### src/rtl/eth_pkt_parser_if.sv
`default_nettype none
// ============================================================================
// Module   : eth_pkt_parser_if
// Brief    : Receive-side word stream, egress write port and statistics of
//            the ingress packet parser.
// Revision : 1.0  initial release
// ============================================================================
interface eth_pkt_parser_if #(
    parameter int DW     = 32,
    parameter int NPORTS = 2,
    parameter int CNT_W  = 16
);
    logic              in_valid;
    logic              in_sop;
    logic              in_eop;
    logic [DW-1:0]     in_data;
    logic              out_afull;
    logic              out_wr_en;
    logic [DW+1:0]     out_data;
    logic [NPORTS-1:0] out_port_sel;
    logic              pkt_err;
    logic [CNT_W-1:0]  fwd_cnt;
    logic [CNT_W-1:0]  drop_cnt;

    // Source / environment side
    modport master (
        output in_valid, in_sop, in_eop, in_data, out_afull,
        input  out_wr_en, out_data, out_port_sel, pkt_err, fwd_cnt, drop_cnt
    );

    // Parser side
    modport slave (
        input  in_valid, in_sop, in_eop, in_data, out_afull,
        output out_wr_en, out_data, out_port_sel, pkt_err, fwd_cnt, drop_cnt
    );
endinterface
`default_nettype wire

### src/rtl/eth_pkt_parser.sv
`default_nettype none
// ============================================================================
// Module   : eth_pkt_parser
// Brief    : Ingress packet parser: SOP/EOP delineation, destination lookup,
//            one-hot egress select, malformed-packet drop and statistics.
// Revision : 1.0  initial release
// ============================================================================
module eth_pkt_parser #(
    parameter int                         DW         = 32,
    parameter int                         NPORTS     = 2,
    parameter int                         ADDR_W     = 16,
    parameter logic [NPORTS*ADDR_W-1:0]   PORT_ADDRS = {16'hBEEF, 16'hABCD},
    parameter logic [ADDR_W-1:0]          BCAST_ADDR = 16'hFFFF,
    parameter int                         MAX_WORDS  = 64,
    parameter int                         CNT_W      = 16
) (
    input  wire logic       clk,
    input  wire logic       reset_n,
    eth_pkt_parser_if.slave bus
);
    localparam int                 c_LEN_W   = $clog2(MAX_WORDS + 1);
    localparam logic [c_LEN_W-1:0] c_LEN_ONE = c_LEN_W'(1);
    localparam logic [c_LEN_W-1:0] c_LEN_MAX = c_LEN_W'(MAX_WORDS);
    localparam logic [CNT_W-1:0]   c_CNT_ONE = CNT_W'(1);

    localparam logic [1:0] c_ST_IDLE = 2'd0;
    localparam logic [1:0] c_ST_SRC  = 2'd1;
    localparam logic [1:0] c_ST_DATA = 2'd2;
    localparam logic [1:0] c_ST_DROP = 2'd3;

    logic [1:0]         r_state,   w_stateNext;
    logic [c_LEN_W-1:0] r_count,   w_countNext;
    logic [c_LEN_W-1:0] w_countInc;
    logic               r_wrEn,    w_wrEn;
    logic [DW+1:0]      r_outData, w_outData;
    logic [NPORTS-1:0]  r_portSel, w_portSel;
    logic               r_pktErr,  w_pktErr;
    logic [CNT_W-1:0]   r_fwdCnt;
    logic [CNT_W-1:0]   r_dropCnt;
    logic               w_fwdInc;
    logic               w_dropInc;

    logic [ADDR_W-1:0]  w_dest;
    logic [NPORTS-1:0]  w_hit;
    logic               w_bcast;
    logic               w_hitAny;
    logic [NPORTS-1:0]  w_sel;

    assign w_dest = bus.in_data[ADDR_W-1:0];

    generate
        for (genvar gi = 0; gi < NPORTS; gi++) begin : g_addrCmp
            assign w_hit[gi] = (w_dest == PORT_ADDRS[gi*ADDR_W +: ADDR_W]);
        end
    endgenerate

    assign w_bcast    = (w_dest == BCAST_ADDR);
    assign w_hitAny   = (|w_hit) | w_bcast;
    assign w_sel      = w_bcast ? {NPORTS{1'b1}} : w_hit;
    assign w_countInc = r_count + c_LEN_ONE;

    always_comb begin
        w_stateNext = r_state;
        w_countNext = r_count;
        w_wrEn      = 1'b0;
        w_outData   = r_outData;
        w_portSel   = r_portSel;
        w_pktErr    = 1'b0;
        w_fwdInc    = 1'b0;
        w_dropInc   = 1'b0;
        if (bus.in_valid) begin
            case (r_state)
                c_ST_IDLE, c_ST_DROP: begin
                    // DROP recovers on any sop exactly as IDLE would
                    if (bus.in_sop) begin
                        if (bus.in_eop) begin
                            w_pktErr    = 1'b1;
                            w_dropInc   = 1'b1;
                            w_stateNext = c_ST_IDLE;
                        end else if (w_hitAny && !bus.out_afull) begin
                            w_wrEn      = 1'b1;
                            w_outData   = {1'b0, 1'b1, bus.in_data};
                            w_portSel   = w_sel;
                            w_countNext = c_LEN_ONE;
                            w_stateNext = c_ST_SRC;
                        end else begin
                            w_dropInc   = 1'b1;
                            w_stateNext = c_ST_DROP;
                        end
                    end else if (r_state == c_ST_IDLE) begin
                        w_pktErr = 1'b1;
                    end else if (bus.in_eop) begin
                        w_stateNext = c_ST_IDLE;
                    end
                end
                c_ST_SRC, c_ST_DATA: begin
                    w_wrEn = 1'b1;
                    if (bus.in_sop) begin
                        w_outData   = {1'b1, 1'b0, bus.in_data};
                        w_pktErr    = 1'b1;
                        w_dropInc   = 1'b1;
                        w_stateNext = c_ST_DROP;
                    end else begin
                        w_countNext = w_countInc;
                        if (bus.in_eop) begin
                            w_outData   = {1'b1, 1'b0, bus.in_data};
                            w_stateNext = c_ST_IDLE;
                            if (r_state == c_ST_SRC) begin
                                w_pktErr  = 1'b1;
                                w_dropInc = 1'b1;
                            end else begin
                                w_fwdInc = 1'b1;
                            end
                        end else if (w_countInc == c_LEN_MAX) begin
                            w_outData   = {1'b1, 1'b0, bus.in_data};
                            w_pktErr    = 1'b1;
                            w_dropInc   = 1'b1;
                            w_stateNext = c_ST_DROP;
                        end else begin
                            w_outData   = {1'b0, 1'b0, bus.in_data};
                            w_stateNext = c_ST_DATA;
                        end
                    end
                end
                default: w_stateNext = c_ST_IDLE;
            endcase
        end
    end

    always_ff @(posedge clk) begin
        if (!reset_n) begin
            r_state   <= c_ST_IDLE;
            r_count   <= '0;
            r_wrEn    <= 1'b0;
            r_outData <= '0;
            r_portSel <= '0;
            r_pktErr  <= 1'b0;
            r_fwdCnt  <= '0;
            r_dropCnt <= '0;
        end else begin
            r_state   <= w_stateNext;
            r_count   <= w_countNext;
            r_wrEn    <= w_wrEn;
            r_outData <= w_outData;
            r_portSel <= w_portSel;
            r_pktErr  <= w_pktErr;
            if (w_fwdInc && (r_fwdCnt != {CNT_W{1'b1}})) begin
                r_fwdCnt <= r_fwdCnt + c_CNT_ONE;
            end
            if (w_dropInc && (r_dropCnt != {CNT_W{1'b1}})) begin
                r_dropCnt <= r_dropCnt + c_CNT_ONE;
            end
        end
    end

    assign bus.out_wr_en    = r_wrEn;
    assign bus.out_data     = r_outData;
    assign bus.out_port_sel = r_portSel;
    assign bus.pkt_err      = r_pktErr;
    assign bus.fwd_cnt      = r_fwdCnt;
    assign bus.drop_cnt     = r_dropCnt;
endmodule
`default_nettype wire
### src/flat_wrapper.sv
// flat-port wrapper written by rule: the top's interface ports become plain ports
module eth_pkt_parser_flat 
#(
    parameter int                         DW         = 32,
    parameter int                         NPORTS     = 2,
    parameter int                         ADDR_W     = 16,
    parameter logic [NPORTS*ADDR_W-1:0]   PORT_ADDRS = {16'hBEEF, 16'hABCD},
    parameter logic [ADDR_W-1:0]          BCAST_ADDR = 16'hFFFF,
    parameter int                         MAX_WORDS  = 64,
    parameter int                         CNT_W      = 16
)
  (clk, reset_n, bus_in_valid, bus_in_sop, bus_in_eop, bus_in_data, bus_out_afull, bus_out_wr_en, bus_out_data, bus_out_port_sel, bus_pkt_err, bus_fwd_cnt, bus_drop_cnt);
  eth_pkt_parser_if #(.DW(DW), .NPORTS(NPORTS), .CNT_W(CNT_W)) bus_i ();
  input  wire logic clk;
  input  wire logic reset_n;
  input wire logic [$bits(bus_i.in_valid)-1:0] bus_in_valid;
  input wire logic [$bits(bus_i.in_sop)-1:0] bus_in_sop;
  input wire logic [$bits(bus_i.in_eop)-1:0] bus_in_eop;
  input wire logic [$bits(bus_i.in_data)-1:0] bus_in_data;
  input wire logic [$bits(bus_i.out_afull)-1:0] bus_out_afull;
  output wire logic [$bits(bus_i.out_wr_en)-1:0] bus_out_wr_en;
  output wire logic [$bits(bus_i.out_data)-1:0] bus_out_data;
  output wire logic [$bits(bus_i.out_port_sel)-1:0] bus_out_port_sel;
  output wire logic [$bits(bus_i.pkt_err)-1:0] bus_pkt_err;
  output wire logic [$bits(bus_i.fwd_cnt)-1:0] bus_fwd_cnt;
  output wire logic [$bits(bus_i.drop_cnt)-1:0] bus_drop_cnt;
  assign bus_i.in_valid = bus_in_valid;
  assign bus_i.in_sop = bus_in_sop;
  assign bus_i.in_eop = bus_in_eop;
  assign bus_i.in_data = bus_in_data;
  assign bus_i.out_afull = bus_out_afull;
  assign bus_out_wr_en = bus_i.out_wr_en;
  assign bus_out_data = bus_i.out_data;
  assign bus_out_port_sel = bus_i.out_port_sel;
  assign bus_pkt_err = bus_i.pkt_err;
  assign bus_fwd_cnt = bus_i.fwd_cnt;
  assign bus_drop_cnt = bus_i.drop_cnt;
  eth_pkt_parser #(.DW(DW), .NPORTS(NPORTS), .ADDR_W(ADDR_W), .PORT_ADDRS(PORT_ADDRS), .BCAST_ADDR(BCAST_ADDR), .MAX_WORDS(MAX_WORDS), .CNT_W(CNT_W)) u_core (.clk(clk), .reset_n(reset_n), .bus(bus_i));
endmodule
### config.mk
export PLATFORM = sky130hd
export DESIGN_NAME = eth_pkt_parser_flat
export DESIGN_NICKNAME = d
export VERILOG_FILES = /design/src/rtl/eth_pkt_parser_if.sv /design/src/rtl/eth_pkt_parser.sv /design/src/flat_wrapper.sv
export SDC_FILE = /design/constraint.sdc
export NUM_CORES = 1
export LEC_CHECK = 0
export CAP_MARGIN = 10
export CORE_MARGIN = 10
export CORE_UTILIZATION = 51
export DETAILED_ROUTE_END_ITERATION = 12
export PLACE_DENSITY = 0.86
export RECOVER_POWER = 25
export SYNTH_ARGS = -nofsm -noshare
export SYNTH_HDL_FRONTEND = slang
export SYNTH_SLANG_ARGS = --single-unit
export TNS_END_PERCENT = 20
### constraint.sdc
create_clock -name clk -period 6.2 [get_ports clk]
set_clock_uncertainty 0.1 [all_clocks]
set_input_delay 1.55 -clock clk [delete_from_list [all_inputs] [get_ports clk]]
set_output_delay 1.55 -clock clk [all_outputs]
set_load 0.05 [all_outputs]
==> results by group, run 1 <==
Clocking
  – Clock Latency Late Sink: 0.35 ns
  – CTS resizes: 0
  – Clock Root Buffer: clkbuf_8
  – Buffer levels on the longest clock path: 2
  – Sink Count: 79
  – # hold bufs at CTS: 0
  – CTS buffer count: 9
  – TritonCTS clock tree: built
  – # H-tree levels: 3
  – Clock transition at path regs: 0.08 ns
  – Postcts setup bufs: 0

Timing
  – Worst-Margin Slew: 1.11 ns
  – Final Cycle Share: 0.676
  – Final Max Tran Viols: 0
  – Final hold vios: 0
  – Final WS setup: 2.01 ns
  – RSZ-0062 raised after global routing: false
  – Peak Freq: 239 MHz
  – # setup viols final: 0
  – Setup TNS: 0 ns
  – Crit path time final: 4.19 ns
  – Rel. slew slack: 0.259

Route
  – DR vias: 3533
  – Vias per cell: 5.54
  – Starting DRT DRC Count: 324
  – TritonRoute pass-1 iters: 4
  – Post-DRT Antenna Nets: 0
  – Post-route DRC violation count: 0
  – Routed len/inst: 15.8 um
  – Routed Wire Length: 10100 um

GRT
  – Vias in the first global route: 3245
  – Pin count of the biggest net entering global routing: 66
  – Antenna violations before repair: 0
  – Global-route wire length before repair: 16500 um
  – Total track usage: 0.180
  – Total grt overflow: 0

Worst setup path
  – CP Data Arrival Time: 4.34 ns
  – Reg2reg start: u_core.r_state[1]
  – CP max FO: 36
  – CP max-delay cell: a21o_1
  – Critical Path RT: 6.35 ns
  – R2R Setup Slk: 3.25 ns
  – Startpoint types: primary input
  – WP buf/inv: 1
  – CP top delay family: compound AO/OA/AOI/OAI gates
  – Critical-path cell list: clkdlybuf4s50_1 -> and3_1 -> o21ai_0 -> a211o_1 -> a21o_1 -> a21oi_1 -> o211a_1
  – Reg2Reg Capture Point: u_core.r_count[0]
  – Length in cells of the worst reg-to-reg path: 6
  – Worst stage delay on the critical path: 0.88 ns
  – Crit. End Element: flip-flop
  – Kind of critical path: in -> reg

Floorplanning
  – Die extent in x: 104 um
  – Starting Density: 0.527
  – Die area: 10800 sq um
  – Core box area: 6830 sq um
  – Rows: 30
  – Io pins: 108
  – Die Y: 104 um

Yosys
  – Cell taking the most area after synthesis: dfxtp_1
  – Post-synthesis sequential area ratio: 0.440
  – Mapped Avg Cell Area: 8.10 sq um
  – Gate Count Post-Synth: 444
  – Top post-synthesis cells by count: nand2_1, dfxtp_1, a21oi_1
  – Count of cell types in the netlist: 51
  – Netlist Area Pre-Place: 3600 sq um
  – Yosys warns: 0
  – Top cell type's share of synthesized area: 0.440
  – Asr flop ratio synth: 0
  – #FFs+latches synth: 79
  – Post-Syn Nets: 487
  – EDFF count, synth: 0
  – Top-count cell post-synth: nand2_1
  – Ys flop type: dfxtp_1
  – Dominant cells by area after synthesis: dfxtp_1, nand2_1, a21oi_1

Finish
  – Post-layout util: 0.713
  – FILL cells: 540
  – Diode count: 0
  – Syn-to-layout area delta: 35.4%
  – Final instance area: 4870 sq um
  – Proportion of layout cells with a drive suffix above 1: 0.0590
  – Fin nets: 580

Pwr
  – Power Density: 222 nW/um^2
  – Clock power frac: 0.336
  – Sequential Power Share: 0.492
  – Internal Pwr Total: 747 uW
  – Logic pwr share: 0.172
  – Switching Share: 0.308
  – Leak Pwr: 1.73 nW
  – P_sw: 332 uW
  – VDD IR-drop max: 114 uV

Placed design
  – Final GP Congestion: 0.854
  – Port Buf Inserts: 107
  – Post-Place Setup Slack: 1.67 ns
  – Placed cell area: 4680 sq um
  – DPL Wire Length: 7370 um

Hold path
  – Hold Path Class: reg -> reg
  – Hold_sp: u_core.bus.out_data[33]
  – Hold path depth: 2
  – WHS Endpoint: u_core.bus.out_data[33]

Run status
  – Status: finished clean

Run
  – Max_cap viols: 0
[logic make-up (layout without fill, tap and decap cells)]
family / count (synthesis) / count (layout) / share of synthesized area
buffers and inverters: 36 / 134 / 0.0428
AND/OR/NAND/NOR: 203 / 203 / 0.270
flip-flops: 79 / 79 / 0.440
AO/OA/AOI/OAI: 99 / 99 / 0.174
XOR/XNOR: 14 / 14 / 0.0341
adder cells (fa/ha/maj): 5 / 5 / 0.0174
multiplexers: 8 / 8 / 0.0223
[state kept, by name (all words and copies together), names as in the netlist]
| signal | count |
|---|---|
| u_core.bus.out_data | 34 |
| u_core.r_count | 7 |
| u_core.bus.out_port_sel | 2 |
| u_core.r_state | 2 |
| u_core.bus.drop_cnt | 16 |
| u_core.bus.fwd_cnt | 16 |
| u_core.bus.out_wr_en | 1 |
| u_core.bus.pkt_err | 1 |
[metrics by stage]
step	total power [mW]	hold WS [ns]	std cells
floorplan	0.669	0.349	444
global placement	0.728	0.339	622
detailed placement	0.732	0.346	622
CTS	1.09	0.357	638
global route	1.12	0.372	638
finish	1.08	0.355	638
[layer usage]
layer / vias to the layer above / GRT usage / share of wire
met5: - / 0 / 0
met4: 0 / 0.0626 / 0.011
met3: 9 / 0.0359 / 0.057
met2: 115 / 0.294 / 0.48
met1: 1667 / 0.228 / 0.45
li1: 1742 / - / -
[worst max path at each step]
| stage | start | to | cells after the start | slack [ns] |
|---|---|---|---|---|
| floorplan | bus_in_data[11] | u_core.bus.drop_cnt[2] | 8 | 2.70 |
| global placement | bus_in_data[15] | u_core.r_count[2] | 7 | 1.72 |
| detailed placement | bus_in_data[15] | u_core.r_count[2] | 7 | 1.67 |
| CTS | bus_in_data[15] | u_core.r_count[2] | 7 | 2.05 |
| global route | bus_in_data[8] | u_core.r_count[1] | 7 | 1.85 |
| finish | bus_in_data[14] | u_core.r_count[0] | 7 | 2.01 |
[layout make-up]
class | instances | area, sq um | share of cell area
Clock buffer | 10 | 138 | 0.0283
Tap cell | 96 | 120 | 0.0247
Sequential cell | 79 | 1580 | 0.325
Multi-Input combinational cell | 329 | 1870 | 0.383
Inverter | 10 | 37.5 | 0.00771
Timing Repair Buffer | 108 | 1080 | 0.221
Clock inverter | 6 | 50.0 | 0.0103
[worst register-to-register path: cells and delay by family, from the launching register on]
| kind | cells | cell delay [ns] |
|---|---|---|
| flops | 1 | 0.36 |
| compound gates | 4 | 1.85 |
| fa+ha+maj | 1 | 0.47 |
| buf+inv | 1 | 0.07 |
[power by group through the flow]
stage                     clock network [mW]  logic (mW)  registers, mW
after floorplan                            0      0.0835          0.586
after global placement                     0       0.186          0.542
after detailed placement                   0       0.189          0.543
after CTS                              0.366       0.189          0.531
after global routing                   0.383       0.201          0.533
final                                  0.363       0.186          0.531
[cells in the final DEF (no fill, tap or decap), drive strengths merged, types with 3 or more instances in the layout]
cell / instances
a211oi: 7
a21oi: 53
a31oi: 5
and3: 7
and4: 5
clkbuf: 10
clkdlybuf4s50: 70
dfxtp: 79
dlygate4sd3: 37
ha: 5
inv: 13
mux2i: 8
nand2: 98
nand2b: 3
nand3: 18
nand4: 8
nor2: 32
nor3: 7
nor4: 3
nor4b: 3
o21ai: 14
o31ai: 5
or3: 5
or4: 7
xor2: 12
No activity file was read; power rests on OpenSTA's default activity.
==> run 2, diff against run 1 <==
--- a/config.mk
+++ b/config.mk
@@ -7,9 +7,9 @@
 export LEC_CHECK = 0
 export CAP_MARGIN = 10
 export CORE_MARGIN = 10
-export CORE_UTILIZATION = 51
+export CORE_UTILIZATION = 42
 export DETAILED_ROUTE_END_ITERATION = 12
-export PLACE_DENSITY = 0.86
+export PLACE_DENSITY = 0.75
 export RECOVER_POWER = 25
 export SYNTH_ARGS = -nofsm -noshare
 export SYNTH_HDL_FRONTEND = slang
==> constraint.sdc (replaced) <==
create_clock -name clk -period 3.5 [get_ports clk]
set_clock_uncertainty 0.1 [all_clocks]
set_input_delay 0.875 -clock clk [delete_from_list [all_inputs] [get_ports clk]]
set_output_delay 0.875 -clock clk [all_outputs]
set_load 0.05 [all_outputs]
==> run 2 against run 1 <==
Sequential power grew 77%. Global-route usage shrank 2.7 points. Total power grew 90%. Clock power grew 110%. Critical path type unchanged. Highest routed layer unchanged.
==> results by group, run 2 (same netlist as run 1, synthesis figures left out) <==
Run status
  – Status: finished clean

Worst setup path
  – Critical path launch point: bus_in_data[9]
  – Worst stage delay on the critical path: 0.50 ns (-0.38 ns)
  – Length in cells of the worst reg-to-reg path: 8 (+2)
  – Crit. End Element: flip-flop
  – Kind of critical path: in -> reg
  – WP buf/inv: 1 (unchanged)
  – CP top delay family: simple AND/OR/NAND/NOR gates
  – Reg2Reg Capture Point: u_core.bus.fwd_cnt[15]
  – Cell depth of the worst setup path: 7 (unchanged)
  – Critical-path cell list: clkdlybuf4s50_1 -> nand4_1 -> or3_4 -> a2111o_1 -> or4_1 -> a211o_1 -> a21oi_1
  – CP Capture Point: u_core.bus.out_port_sel[0]
  – Startpoint types: primary input
  – CP max-delay cell: or4_1
  – CP Data Arrival Time: 3.19 ns (-1.15 ns)
  – R2R Setup Slk: 0.72 ns (-2.53 ns)
  – Critical Path RT: 3.68 ns (-2.67 ns)
  – Reg2reg start: u_core.r_state[0]
  – CP max FO: 4 (-89%)

Route
  – Vias per cell: 5.24 (-5.4%)
  – DR vias: 3427 (-3.0%)
  – Routed len/inst: 14.8 um (-6.4%)
  – Routed Wire Length: 9710 um (-4.0%)
  – Post-DRT Antenna Nets: 0 (unchanged)
  – TritonRoute pass-1 iters: 4 (unchanged)
  – Post-route DRC violation count: 0 (unchanged)
  – Starting DRT DRC Count: 178 (-45%)

Clocking
  – Clock Latency Late Sink: 0.35 ns (about the same)
  – Buffer levels on the longest clock path: 2 (unchanged)
  – TritonCTS clock tree: built
  – # hold bufs at CTS: 0 (unchanged)
  – Postcts setup bufs: 0 (unchanged)
  – CTS buffer count: 9 (unchanged)
  – CTS resizes: 0 (unchanged)
  – # H-tree levels: 3 (unchanged)
  – Clock transition at path regs: 0.08 ns (about the same)
  – Sink Count: 79 (unchanged)
  – Clock Root Buffer: clkbuf_8

GRT
  – Total grt overflow: 0 (unchanged)
  – Global-route wire length before repair: 16500 um (about the same)
  – Total track usage: 0.153 (-0.0269)
  – Pin count of the biggest net entering global routing: 36 (-45%)
  – Antenna violations before repair: 0 (unchanged)
  – Vias in the first global route: 3359 (+3.5%)

Floorplanning
  – Core box area: 8260 sq um (+21%)
  – Die area: 12700 sq um (+17%)
  – Io pins: 108 (unchanged)
  – Rows: 33 (+10%)
  – Die extent in x: 113 um (+8.2%)
  – Starting Density: 0.436 (-0.0910)
  – Die Y: 113 um (+8.2%)

Finish
  – Largest register FFs: 34 (unchanged)
  – Commonest non-fill, non-tap cell in the layout: nand2_1
  – FILL cells: 725 (+34%)
  – FF/Latch Area: 1580 sq um (unchanged)
  – Diode count: 0 (unchanged)
  – Proportion of layout cells with a drive suffix above 1: 0.0674 (+0.00835)
  – Commonest non-fill, non-tap cells in the layout: nand2_1, dfxtp_1, clkdlybuf4s50_1, a21oi_1, dlygate4sd3_1
  – Fin nets: 588 (+1.4%)
  – Syn-to-layout area delta: 39.2%
  – Multi-input logic area: 1870 sq um (unchanged)

Placed design
  – Final GP Congestion: 0.845 (-1.0%)
  – Post-Place Setup Slack: 0.147 ns (-1.52 ns)
  – Port Buf Inserts: 107 (unchanged)
  – DPL Wire Length: 7280 um (-1.2%)

Timing
  – # setup viols final: 0 (unchanged)
  – Rel. slew slack: 0.435 (+0.176)
  – Crit path time final: 3.01 ns
  – Min Hold Slack: 0.352 ns (-0.00292 ns)
  – Final Max Tran Viols: 0 (unchanged)
  – Setup TNS: 0 ns (unchanged)
  – RSZ-0062 raised after global routing: false
  – Final WS setup: 0.494 ns (-1.52 ns)
  – Final hold vios: 0 (unchanged)
  – Final Cycle Share: 0.859
  – Peak Freq: 333 MHz
  – Worst-Margin Slew: 0.848 ns (-0.264 ns)

Pwr
  – Leak Pwr: 1.79 nW (+3.3%)
  – VDD IR-drop max: 247 uV (+120%)
  – Power Density: 410 nW/um^2 (+85%)

Hold path
  – Hold Path Class: reg -> reg
  – Hold path depth: 2 (unchanged)

Run
  – Max_cap viols: 0 (unchanged)
run 2: final cells by class:
cell class / count / share of cell area
Multi-Input combinational cell: 329 / 0.373
Inverter: 10 / 0.00750
Sequential cell: 79 / 0.316
Clock inverter: 3 / 0.0130
Tap cell: 105 / 0.0262
Timing Repair Buffer: 116 / 0.232
Clock buffer: 12 / 0.0330
run 2: metrics by stage:
step	power (mW)	area, sq um	std cells	utilization
finish	2.05	5010	654	0.606
global route	2.15	5010	654	0.606
CTS	2.09	5010	654	0.607
detailed placement	1.32	4780	639	0.579
global placement	1.31	4780	639	0.579
floorplan	1.19	3600	444	-
run 2: tightest hold or removal path, stage by stage (launching register included):
cell	delay [ns]
dfxtp_1	0.31
nand2_1	0.05
a21oi_1	0.05
run 2: how the worst min path moves through the flow:
stage | start | endpoint
floorplan | u_core.r_count[5] | u_core.r_count[5]
global placement | u_core.bus.out_data[8] | u_core.bus.out_data[8]
detailed placement | u_core.bus.out_data[11] | u_core.bus.out_data[11]
CTS | u_core.bus.out_data[11] | u_core.bus.out_data[11]
global route | u_core.bus.out_data[17] | u_core.bus.out_data[17]
finish | u_core.bus.out_data[11] | u_core.bus.out_data[11]
run 2: power by group:
part / internal [mW] / switching [mW] / total (mW)
Combinational: 0.130 / 0.217 / 0.347
Clock: 0.455 / 0.312 / 0.767
Sequential: 0.925 / 0.0154 / 0.940
run 2: metal layers:
| metal | vias up | global-route usage | part of all wire |
|---|---|---|---|
| met1 | 1576 | 0.179 | 0.44 |
| li1 | 1755 | - | - |
| met4 | 0 | 0.0355 | 0.0065 |
| met3 | 6 | 0.0554 | 0.063 |
| met5 | - | 0 | 0 |
| met2 | 90 | 0.258 | 0.49 |
==> run 3, diff against run 2 <==
==> constraint.sdc (replaced) <==
create_clock -name clk -period 3.5 [get_ports clk]
set_clock_uncertainty 0.1 [all_clocks]
set_input_delay 0.875 -clock clk [delete_from_list [all_inputs] [get_ports clk]]
set_output_delay 0.875 -clock clk [all_outputs]
set_load 0.005 [all_outputs]
==> run 3 against run 2 <==
Cell area about the same. Non-clock buffer count unchanged. Global-route usage unchanged. Combinational power decreased by 22%. Cell count unchanged. Largest cell class unchanged.
==> results by group, run 3 (same netlist as run 1, synthesis figures left out) <==
GRT
  – Antenna violations before repair: 0 (unchanged)
  – Global-route wire length before repair: 16500 um (unchanged)
  – Vias in the first global route: 3359 (unchanged)
  – Total grt overflow: 0 (unchanged)
  – Total track usage: 0.153 (unchanged)
  – Pin count of the biggest net entering global routing: 36 (unchanged)

Clocking
  – Clock Root Buffer: clkbuf_8
  – Buffer levels on the longest clock path: 2 (unchanged)
  – Clock Latency Late Sink: 0.35 ns (about the same)
  – Clock transition at path regs: 0.08 ns (about the same)
  – CTS resizes: 0 (unchanged)
  – Postcts setup bufs: 0 (unchanged)
  – # hold bufs at CTS: 0 (unchanged)
  – Sink Count: 79 (unchanged)
  – TritonCTS clock tree: built
  – CTS buffer count: 9 (unchanged)
  – # H-tree levels: 3 (unchanged)

Pwr
  – Power Density: 395 nW/um^2 (-3.7%)
  – Switching Share: 0.237 (-0.0279)
  – Clock power frac: 0.388 (+0.014)
  – Power, Total: 1.98 mW (-3.7%)
  – Internal Pwr Total: 1.51 mW (about the same)
  – P_sw: 469 uW (-14%)
  – Logic pwr share: 0.137 (-0.032)
  – VDD IR-drop max: 247 uV (+0.10%)
  – Sequential Power Share: 0.475 (+0.017)
  – Leak Pwr: 1.80 nW (+0.53%)

Timing
  – RSZ-0062 raised after global routing: false
  – Setup TNS: 0 ns (unchanged)
  – Final hold vios: 0 (unchanged)
  – Crit path time final: 3.01 ns (+0.000652 ns)
  – Worst-Margin Slew: 0.537 ns (-0.311 ns)
  – Peak Freq: 333 MHz (about the same)
  – Rel. slew slack: 0.642 (+0.207)
  – Final Max Tran Viols: 0 (unchanged)
  – Final Cycle Share: 0.859 (about the same)
  – # setup viols final: 0 (unchanged)

Finish
  – Proportion of layout cells with a drive suffix above 1: 0.0710 (+0.00364)
  – Post-layout util: 0.607 (about the same)
  – FILL cells: 723 (-0.28%)
  – Commonest non-fill, non-tap cells in the layout: nand2_1, dfxtp_1, clkdlybuf4s50_1, a21oi_1, dlygate4sd3_1
  – Commonest non-fill, non-tap cell in the layout: nand2_1
  – Diode count: 0 (unchanged)
  – Fin nets: 588 (unchanged)
  – Largest register FFs: 34 (unchanged)
  – Syn-to-layout area delta: 39.3% (about the same)

Route
  – Post-route DRC violation count: 0 (unchanged)
  – Met3 WL: 557 um (-8.5%)
  – Starting DRT DRC Count: 165 (-7.3%)
  – Routed Wire Length: 9720 um (+0.15%)
  – Met1 wire length: 4330 um (+1.1%)
  – Post-DRT Antenna Nets: 0 (unchanged)
  – DR vias: 3412 (-0.44%)
  – Top Metal Used: met4
  – Routed len/inst: 14.9 um (+0.15%)
  – Metal2 WL: 4790 um (+0.74%)
  – TritonRoute pass-1 iters: 5 (+1)
  – Vias per cell: 5.22 (-0.44%)

Placed design
  – Port Buf Inserts: 107 (unchanged)
  – DPL Wire Length: 7280 um (unchanged)
  – Final GP Congestion: 0.845 (unchanged)

Worst setup path
  – Crit. End Element: flip-flop
  – Kind of critical path: in -> reg
  – CP max FO: 4 (unchanged)
  – Critical Path RT: 3.69 ns (about the same)
  – CP Data Arrival Time: 3.19 ns (about the same)
  – Startpoint types: primary input

Floorplanning
  – Io pins: 108 (unchanged)
  – Die extent in x: 113 um (unchanged)
  – Core box area: 8260 sq um (unchanged)
  – Rows: 33 (unchanged)
  – Die area: 12700 sq um (unchanged)
  – Die Y: 113 um (unchanged)
  – Starting Density: 0.436 (unchanged)

Run status
  – Status: finished clean

Hold path
  – Hold Path Class: reg -> reg

Run
  – Max_cap viols: 0 (unchanged)
run 3: through the flow:
step / std cells / area, sq um / hold slack, ns / setup slack [ns]
6_report: 654 / 5010 / 0.352 / 0.493
5_1_grt: 654 / 5010 / 0.370 / 0.420
4_1_cts: 654 / 5010 / 0.357 / 0.505
3_5_place_dp: 639 / 4780 / 0.346 / 0.147
3_3_place_gp: 639 / 4780 / 0.341 / 0.179
2_1_floorplan: 444 / 3600 / 0.348 / 0.680
run 3: layout make-up:
type,count,area (sq um),area share
multi-input combinational,329,1870,0.372
sequential,79,1580,0.316
timing repair buffer,116,1160,0.232
clock buffer,12,165,0.0330
tap,105,131,0.0262
clock inverter,3,65.1,0.0130
inverter,10,37.5,0.00749
run 3: worst max-delay path, cell delays in order:
cell	delay, ns
clkdlybuf4s50_1	0.49
nand4_1	0.09
or3_4	0.40
a2111o_1	0.45
or4_1	0.50
a211o_1	0.26
a21oi_1	0.13
run 3: power by group through the flow:
stage	logic (mW)	clock network, mW	registers (mW)
after floorplan	0.148	0	0.962
after global placement	0.274	0	0.961
after detailed placement	0.279	0	0.962
after CTS	0.280	0.789	0.941
after global routing	0.300	0.829	0.944
final	0.271	0.768	0.940
run 3: final timing paths:
kind | from | endpoint | slack [ns] | depth (start not counted)
max | bus_in_data[9] | u_core.bus.out_port_sel[0] | 0.49 | 7
min | u_core.bus.out_data[8] | u_core.bus.out_data[8] | 0.35 | 2
max reg2reg | u_core.r_state[0] | u_core.bus.fwd_cnt[15] | 0.76 | 8
min reg2reg | u_core.bus.out_data[8] | u_core.bus.out_data[8] | 0.35 | 2
run 3: layer usage:
layer,vias to the layer above,GRT usage
met1,1573,0.179
li1,1757,-
met2,78,0.258
met4,0,0.0355
met5,-,0
met3,4,0.0554
